<file path="config.mk">
export PLATFORM = sky130hd
export DESIGN_NAME = axi_chan_checker_chan
export DESIGN_NICKNAME = d
export VERILOG_FILES = /design/src/rtl/axi_chan_checker.sv
export SDC_FILE = /design/constraint.sdc
export NUM_CORES = 1
export LEC_CHECK = 0
export CAP_MARGIN = 20
export CORE_AREA = 2 2 49 42
export DETAILED_ROUTE_END_ITERATION = 10
export DIE_AREA = 0 0 51 44
export GPL_TIMING_DRIVEN = 0
export PLACE_DENSITY = 0.72
export SYNTH_ARGS = -nofsm -noshare
export SYNTH_HDL_FRONTEND = slang
export SYNTH_SLANG_ARGS = --single-unit
export TNS_END_PERCENT = 5
</file>
<file path="constraint.sdc">
create_clock -name clk_i -period 2.5 [get_ports clk_i]
set_input_delay 0.5 -clock clk_i [delete_from_list [all_inputs] [get_ports clk_i]]
set_output_delay 0.5 -clock clk_i [all_outputs]
set_load 0.01 [all_outputs]
</file>
<file path="src/rtl/axi_chan_checker.sv">


module axi_chan_checker_chan #(
  parameter int unsigned Width         = 1,
  parameter int unsigned Depth         = 4,
  parameter int unsigned TimeoutCycles = 1024
) (
  input  logic             clk_i,
  input  logic             rst_i,
  input  logic             clear_i,
  input  logic             push_i,
  input  logic             cmp_i,
  input  logic [Width-1:0] push_data_i,
  input  logic [Width-1:0] cmp_data_i,
  output logic [3:0]       flags_o,
  output logic [3:0]       events_o,
  output logic             busy_o
);
  localparam int unsigned PtrW = Depth > 1 ? $clog2(Depth) : 1;
  localparam int unsigned CntW = $clog2(Depth + 1);
  localparam logic [PtrW-1:0] PtrMax = PtrW'(Depth - 1);
  logic [Width-1:0] mem_q [Depth];
  logic [Width-1:0] mem_d [Depth];
  logic [PtrW-1:0] wptr_q, wptr_d, rptr_q, rptr_d;
  logic [CntW-1:0] cnt_q, cnt_d;
  logic [3:0] flags_q, flags_d;
  logic push, cmp, empty, full, pop, store, tmo_hit;
  assign push = push_i & ~clear_i;
  assign cmp = cmp_i & ~clear_i;
  assign empty = cnt_q == '0;
  assign full = cnt_q == CntW'(Depth);
  assign pop = cmp & ~empty;
  // An empty buffer with a same-cycle compare bypasses storage entirely
  assign store = push & ~(empty & cmp) & (~full | pop);
  assign events_o = {tmo_hit, cmp & ~push & empty, push & ~pop & full,
                     cmp & (empty ? push & (push_data_i != cmp_data_i) : mem_q[rptr_q] != cmp_data_i)};
  assign flags_o = flags_q;
  assign busy_o = ~empty;
  always_comb begin
    mem_d = mem_q;
    if (store) mem_d[wptr_q] = push_data_i;
    wptr_d = clear_i ? '0 : store ? (wptr_q == PtrMax ? '0 : wptr_q + 1'b1) : wptr_q;
    rptr_d = clear_i ? '0 : pop ? (rptr_q == PtrMax ? '0 : rptr_q + 1'b1) : rptr_q;
    cnt_d = clear_i ? '0 : cnt_q + CntW'(store) - CntW'(pop);
    flags_d = clear_i ? '0 : flags_q | events_o;
  end
  always_ff @(posedge clk_i or posedge rst_i) begin
    if (rst_i) begin
      mem_q <= '{default: '0};
      wptr_q <= '0;
      rptr_q <= '0;
      cnt_q <= '0;
      flags_q <= '0;
    end else begin
      mem_q <= mem_d;
      wptr_q <= wptr_d;
      rptr_q <= rptr_d;
      cnt_q <= cnt_d;
      flags_q <= flags_d;
    end
  end
`ifdef AXI_CHAN_CHECKER_TIMEOUT_EN
  localparam int unsigned TmoW = $clog2(TimeoutCycles + 1);
  logic [TmoW-1:0] tmo_q, tmo_d;
  logic tmo_rst;
  assign tmo_rst = clear_i | pop | empty;
  // Fires once on reaching the limit, then the counter parks until the next pop
  assign tmo_hit = ~tmo_rst & (tmo_q == TmoW'(TimeoutCycles - 1));
  assign tmo_d = tmo_rst ? '0 : tmo_q == TmoW'(TimeoutCycles) ? tmo_q : tmo_q + 1'b1;
  always_ff @(posedge clk_i or posedge rst_i) begin
    if (rst_i) tmo_q <= '0;
    else tmo_q <= tmo_d;
  end
`else
  assign tmo_hit = 1'b0;
`endif
endmodule

</file>
# --- Word-level counts from Yosys, hierarchy flattened ---
# Index checks and enable logic that the tools add are counted.
word_totals:
  reg_bits: 15
  input_bits: 7
  out_inout_bits: 9
  elab_cells: 61
op_classes:
  n_addsub: 4
  order_cmp: 3
  n_eq_ne: 5
  muxes: 15
  bitwise_logic: 22
  reduce_logical: 4
op_table:
  columns: ["operator", "count"]
  rows:
  - ["$and 1x1->1", 12]
  - ["$mux 2", 6]
  - ["$ge 3x3->1 const B", 2]
  - ["$not 1->1", 6]
  - ["$not 2->3", 2]
  - ["$add 2x1->2 const B", 2]
  - ["$bwmux 4", 1]
  - ["$eq 2x2->1 const B", 2]
  - ["$mux 1", 4]
  - ["$mux 4", 1]
  - ["$or 4x3->4", 1]
  - ["$reduce_bool 2->1", 2]
  - ["$add 3x1->3", 1]
  - ["$eq 3x3->1 const B", 1]
  - ["$logic_not 3->1", 1]
  - ["$lt 3x1->1 const B", 1]
  - ["$mux 3", 1]
  - ["$sub 3x1->3", 1]
  - ["$bmux 1 s2", 1]
  - ["$demux 1 s2", 1]
  - ["$ne 1x1->1", 2]
  - ["$logic_and 1x1->1", 1]
  - ["$or 1x1->1", 1]

# --- Logic depth before layout (Yosys ltp) ---
# Gate-level depths: netlist of run 1.
logic_depth:
  depth_word: 9
  ltp_mapped: 12
  depth_no_buf: 11

# --- Least setup slack after synthesis of run 1 ---
# Ideal clock, no wire load.
synth_path:
  path_type: "input to register"
  from: "input port clear_i"
  to: "register cnt_q[2]"
  t_arrival_ps: 2341
  required_time_ps: 2369
  setup_slack_ps: 28
  stages: 12
  n_path_buf: 1
  path_cell_list: "clkbuf_1 nand2b_1 a21oi_2 inv_1 ha_1 inv_1 ha_1 inv_1 fa_1 xor2_1 xnor2_1 nor2_1"
synth_via:
  elab_chain_cells: 9
  word_cells_on_any_way: 12
  classes_between: "add/sub (2); mux (1); bitwise (9)"
synth_rtl:
  columns: ["item", "line", "source"]
  rows:
  - ["start, declared", "10", "input logic clear_i,"]
  - ["$not 1->1", "28, 29", null]
  - ["$and 1x1->1", "29", "assign cmp = cmp_i & ~clear_i;"]
  - ["$and 1x1->1", "34", "assign store = push & ~(empty & cmp) & (~full | pop);"]
  - ["$not 1->1", "34", null]
  - ["$and 1x1->1 (2 in series)", "34", null]
  - ["$add 3x1->3", "44", "cnt_d = clear_i ? '0 : cnt_q + CntW'(store) - CntW'(pop);"]
  - ["$sub 3x1->3", "44", null]
  - ["$mux 3 *", "44", null]
  - ["net cnt_d[2]", "25", "logic [CntW-1:0] cnt_q, cnt_d;"]
  - ["end signal, assigned", "58", "cnt_q <= cnt_d;"]
  - ["end, declared", "25", null]
# Mark *: on every way through the listed nets, which the timed path passes. The rest lies on a longest branch.
# A chain may end at the register's enable or synchronous reset.

# --- Final worst setup path of run 1 ---
layout_path:
  from: "input port push_i"
  to: "output port events_o[0]"
layout_via:
  elab_chain_cells: 4
layout_rtl:
  columns: ["item", "line", "source"]
  rows:
  - ["start, declared", "11", "input logic push_i,"]
  - ["$and 1x1->1", "28", "assign push = push_i & ~clear_i;"]
  - ["$and 1x1->1", "36", "cmp & (empty ? push & (push_data_i != cmp_data_i) : mem_q[rptr_q] != cmp_data_i)};"]
  - ["$mux 1", "36", null]
  - ["$and 1x1->1", "36", null]
  - ["end, declared", "16", "output logic [3:0] events_o,"]
# Every way passes these cells.

==> flow_summary_export.csv, run 1 <==
group,metric,value,unit
run_status,outcome,"finished clean",
route,drt_pre_antenna_iters,3,
critical_path,r2r_cells,11,
critical_path,crit_type,"in -> out",
route,vias,589,
cts,cts-hold-fix-buffers,0,
critical_path,r2r-start,"cnt_q[2]",
cells_and_area,final_area,1040,um2
cells_and_area,fin_nets,113,
timing,rsz0062_at_grt,"yes",
placement,place_congestion,0.724,
critical_path,cp.arrival,1.92,ns
synth,ys_ff_latch,14,
synth,synth_edf_count,0,
critical_path,startpoint,"push_i",
die,dieArea,2240,um2
route,ant_nets,0,
power_and_ir_drop,leakage,0.505,nW
die,num_rows,14,
synth,synth_compound_area_share,9.32,%
cells_and_area,diodes,0,
synth,synthMuxAreaShare,9.63,%
grt,grt_max_degree,15,
timing,min_period_over_period,96.8,%
route,via_per_inst,4.87,
cells_and_area,drive_gt1_share,21.6,%
cts,path_clk_slew,0.09,ns
critical_path,r2r_setup_slack,0.14,ns
cts,clk_path_buf_depth,2,
worst_hold_path,hold_start,"flags_o[2]",
critical_path,cp_max_fo,4,
synth,synth_fa_ha_area_share,13.4,%
grt,grt_pass1_vias,557,
synth,synthesis.area,806,um2
timing,worstMarginPinSlew,0.561,ns
synth,synth_top_family_by_area,"simple AND/OR/NAND/NOR gates",
worst_hold_path,hp-class,"reg -> reg",
synth,async_flop_share,100,%
die,die_x,51,um
critical_path,r2r-end,"cnt_q[2]",
grt,grt_pass1_wl,2.66,mm
critical_path,worstPathRequired,2.00,ns
worst_hold_path,hold-path-endpoint,"flags_o[2]",
die,fp.dieH,44,um
cts,clk-insertion-delay-late,0.28,ns
die,pin_count,16,
grt,grt_usage,16.9,%
power_and_ir_drop,peakVddDrop,0.578,mV
synth,yosysMostFrequentCell,"dfrtp_1",
placement,hpwl,1.13,mm
placement,place_area,960,um2
synth,synth-simple-area-share,14.4,%
route,wl_per_cell,13.1,um
run,maxCapViolCount,0,
placement,pre_cts_slack,-0.561,ns
die,coreArea,1770,um2
cells_and_area,final-seq-area,352,um2
placement,port_buffers,12,
cts,cts_root_buffer,"clkbuf_4",
timing,skew,0.00103,ns
cells_and_area,multi_input_area,443,um2
critical_path,crit_path_end_kind,"output pin",
route,drt_iter0_drc,4,
grt,overflow,0,
synth,netlist_instances,77,
synth,yosys-top-cells-count,"dfrtp_1 (14), nor2_1 (10), inv_1 (8), nand2_1 (8), ha_1 (7)",
cts,cts_buffers,3,
critical_path,slowest_stage,"or4b_1",
die,start_util,45.5,%
cts,clock_sinks,14,
cells_and_area,synthToLayoutAreaGrowth,29.7,%
timing,worst_slack,0.0800,ns
cts,cts_tree,"done",
grt,antenna_found_initial,0,
timing,slew_headroom,62.6,%
synth,synthDistinctLibCells,28,
route,totalWireLength,1.58,mm
synth,yosysSeqAreaShare,43.5,%
power_and_ir_drop,power_density,856,nW/um2
critical_path,path_cells,"dlygate4sd2_1, or4b_1, o22a_1, a221oi_2, buf_2",
cells_and_area,fill_cells,173,
synth,yosysTopAreaCellShare,43.5,%
cts,htreeDepth,1,
timing,drv_slew,0,
synth,synth_area_leader_cell,"dfrtp_1",
synth,synth_xor_area_share,3.26,%
timing,period_needed,2.42,ns
critical_path,max_stage_delay,0.45,ns
timing,fmaxAchievable,0.413,GHz
synth,ys_warn_count,0,
timing,finalSetupViolCount,0,
synth,synth_flop_cell,"dfrtp_1",
timing,hold_violations,0,
synth,synth_area_per_cell,10.5,um2
critical_path,start_kind,"primary input",
route,drc,0,
worst_hold_path,hold_depth,1,
synth,synth.area.top_cells,"dfrtp_1 (43%), ha_1 (11%), mux2_2 (5.6%)",
## metrics by stage
step / hold slack [ns] / utilization, % / TNS, ns / total power (W) / instances
floorplan: 0.389 / - / 0 / 0.000573 / 78
global placement: 0.463 / 54.2 / -1.31 / 0.000668 / 114
detailed placement: 0.472 / 54.2 / -1.33 / 0.000679 / 114
CTS: 0.494 / 56.5 / 0 / 0.000868 / 118
global route: 0.516 / 59.1 / -0.0751 / 0.000971 / 121
finish: 0.489 / 59.1 / 0 / 0.000894 / 121
## final cells by class
class | instances | area share, %
inverters | 8 | 2.87
clock buffers | 4 | 3.47
repair buffers | 15 | 12.9
multi-input cells | 53 | 42.4
flip-flops and latches | 14 | 33.7
well taps | 24 | 2.87
plain buffers | 3 | 1.80
## power breakdown
group / switching (W) / leakage [nW] / total (W) / internal (W)
Sequential: 0.0000593 / 0.186 / 0.000347 / 0.000288
Combinational: 0.000172 / 0.298 / 0.000381 / 0.000209
Clock: 0.0000773 / 0.0210 / 0.000166 / 0.0000886
## how the worst max path moves through the flow
stage                             end  slack (ns)  cells after the start
after floorplan              cnt_q[2]        0.03                     12
after global placement    events_o[0]       -0.56                      5
after detailed placement  events_o[0]       -0.56                      5
after CTS                 events_o[0]       0.005                      4
after global routing         cnt_q[2]       -0.02                     11
final                     events_o[0]        0.08                      5
## kinds of logic (layout without fill, tap and decap cells)
group                      count (synthesis)  in the layout
muxes                                      6              6
adders and majority gates                  8              8
AOI/OAI and AO/OA                          9              9
and+or+nand+nor                           25             25
other                                      1              2
xor gates and xnor gates                   3              3
DFF                                       14             14
buffers and inverters                     11             30
## worst max-delay path, delay by kind of cell
family,cells,cell delay (ns)
buf+inv,2,0.49
simple gates,1,0.45
compound gates,2,0.47
## sequential cells by signal, indices dropped and copies added (netlist names)
| signal | flops |
|---|---|
| wptr_q | 2 |
| rptr_q | 2 |
| cnt_q | 3 |
| flags_o | 3 |
| mem_q | 4 |
## cells in the final DEF, fill, tap and decap left out, drive strengths merged
cell	count
a31oi	1
dlygate4sd2	2
a22o	1
clkbuf	5
o21a	1
nor2	10
nor2b	1
fa	1
xnor2	1
nor4bb	1
xor2	2
dfrtp	14
nand2b	2
a21oi	1
clkdlybuf4s50	9
ha	7
o31ai	1
mux2	4
inv	8
mux2i	1
nor3	2
o21ai	1
mux4	1
nand2	8
or4b	1
o22a	1
buf	6
conb	2
a21o	1
a221oi	1
## routing by layer
layer	routed length (um)	track usage, %	part of all wire [%]
met2	756	25.5	48
met3	51	6.21	3.2
met4	10	4.86	0.63
met5	0	0	0
met1	766	23.0	48
## what timing repair did
action	4_1_cts	5_1_grt
resized for setup	8	4
pin swaps	1	1
buffers inserted	0	3
endpoints found under the hold margin	0	0
setup endpoints to repair	4	4
Note: power is estimated with default switching activity, not from simulation.
==> inputs of run 2 (changes only) <==
--- a/config.mk
+++ b/config.mk
@@ -10,7 +10,9 @@
 export DETAILED_ROUTE_END_ITERATION = 10
 export DIE_AREA = 0 0 51 44
 export GPL_TIMING_DRIVEN = 0
+export MAX_ROUTING_LAYER = met4
 export PLACE_DENSITY = 0.72
+export SLEW_MARGIN = 20
 export SYNTH_ARGS = -nofsm -noshare
 export SYNTH_HDL_FRONTEND = slang
 export SYNTH_SLANG_ARGS = --single-unit
==> run 2 against run 1 <==
Against the previous run:
- core utilization stayed put
- critical path depth unchanged
- clock skew hardly changed
- design area stayed put
- maximum frequency about the same
- via count grew 1.0%
- largest power group unchanged
==> flow_summary_export.csv, run 2 (synthesized netlist as in run 1, its figures left out) <==
group,metric,value,unit
route,ant_nets,0,
die,dieArea,2240,um2
timing,hold_violations,0,
die,pin_count,16,
die,fp.dieH,44,um
timing,finalSetupViolCount,0,
cells_and_area,largest_reg_flops,4,
power_and_ir_drop,peakVddDrop,0.577,mV
cts,clock_sinks,14,
critical_path,start_kind,"primary input",
power_and_ir_drop,leakage,0.505,nW
route,totalWireLength,1.58,mm
die,die_x,51,um
cts,clk_path_buf_depth,2,
critical_path,cp_max_fo,4,
grt,met3_usage,6.21,%
grt,grt_usage,17.4,%
cts,cts_buffers,3,
cts,path_clk_slew,0.09,ns
cells_and_area,fin_nets,113,
route,via_per_inst,4.92,
timing,skew,0.000738,ns
route,vias,595,
cts,cts-hold-fix-buffers,0,
route,drt_pre_antenna_iters,3,
cts,htreeDepth,1,
timing,drv_slew,0,
cells_and_area,synthToLayoutAreaGrowth,29.7,%
grt,met1_usage,22.7,%
grt,grt_pass1_wl,2.65,mm
run_status,outcome,"finished clean",
power_and_ir_drop,power_density,854,nW/um2
timing,slew_headroom,63.1,%
route,drt_iter0_drc,4,
grt,overflow,0,
die,num_rows,14,
cells_and_area,final_common_cell,"dfrtp_1",
timing,period_needed,2.42,ns
placement,port_buffers,12,
critical_path,worstPathRequired,2.00,ns
placement,place_congestion,0.733,
grt,grt_util_met2,25.5,%
placement,pre_cts_slack,-0.561,ns
timing,rsz0062_at_grt,"yes",
route,drc,0,
cts,cts_tree,"done",
critical_path,crit_type,"in -> out",
critical_path,cp.arrival,1.92,ns
route,wl_per_cell,13.0,um
grt,grt_pass1_vias,558,
worst_hold_path,hp-class,"reg -> reg",
die,start_util,45.5,%
cts,cts_root_buffer,"clkbuf_4",
timing,worstMarginPinSlew,0.553,ns
timing,min_period_over_period,96.9,%
cells_and_area,largest-register,"mem_q",
cts,clk-insertion-delay-late,0.28,ns
placement,hpwl,1.13,mm
cells_and_area,drive_gt1_share,21.6,%
timing,fmaxAchievable,0.413,GHz
grt,grt-busiest-layer,"met2",
cells_and_area,layout_common_cells,"dfrtp_1 (13), nor2_1 (10), clkdlybuf4s50_1 (9)",
critical_path,crit_path_end_kind,"output pin",
cells_and_area,diodes,0,
die,coreArea,1770,um2
grt,antenna_found_initial,0,
timing,worst_slack,0.0779,ns
run,maxCapViolCount,0,
grt,grt_max_degree,15,
placement,place_area,960,um2
cells_and_area,final_area,1040,um2
-- run 2: cell counts in the layout (fill, tap and decap cells not counted) --
Identical to the previous run, type by type.
-- run 2: final timing paths --
path,from,endpoint,slack [ns],cells after the start
min reg2reg,flags_o[2],flags_o[2],0.49,1
min,flags_o[2],flags_o[2],0.49,1
max reg2reg,cnt_q[2],cnt_q[2],0.15,11
max in group asynchronous,rst_i,cnt_q[1],1.55,2
max,push_i,events_o[0],0.08,5
min in group asynchronous,rst_i,cnt_q[0],0.56,2
-- run 2: cell type report --
cell class | instances | area, um2
buffer | 3 | 18.8
clock buffer | 4 | 36.3
fill | 174 | 724
inverter | 8 | 30.0
multi-input combinational | 53 | 443
sequential | 14 | 352
tap | 24 | 30.0
timing repair buffer | 15 | 135
-- run 2: what timing repair did --
action                                  CTS  global route
pin swaps                                 1             1
hold endpoints to repair                  0             0
resized for setup                         8             4
setup buffers                             0             3
endpoints found under the setup margin    4             4
-- run 2: critical path, cell delays in order --
cell and delay (ns):
dlygate4sd2_1 0.31, or4b_1 0.45, o22a_1 0.20, a221oi_2 0.27, buf_2 0.18
-- run 2: per-stage QoR --
stage	instances	total power (W)	util [%]	hold slack [ns]	setup TNS, ns
CTS	118	0.000868	56.5	0.494	0
floorplan	78	0.000573	-	0.389	0
detailed placement	114	0.000679	54.2	0.472	-1.33
finish	121	0.000892	59.1	0.489	0
global placement	114	0.000668	54.2	0.463	-1.31
global route	121	0.000970	59.1	0.516	-0.0751
-- run 2: power breakdown --
| part | switching (W) | internal (W) | leakage (nW) |
|---|---|---|---|
| Sequential | 0.0000582 | 0.000288 | 0.186 |
| Clock | 0.0000768 | 0.0000886 | 0.0210 |
| Combinational | 0.000172 | 0.000209 | 0.298 |
| Total | 0.000307 | 0.000586 | 0.505 |
-- run 2: per-layer routing --
layer / wire (um) / share of wire [%] / up-vias
met5: 0 / 0 / -
met4: 10 / 0.63 / 0
met3: 51 / 3.2 / 2
met2: 771 / 49 / 10
met1: 746 / 47 / 289
li1: - / - / 294
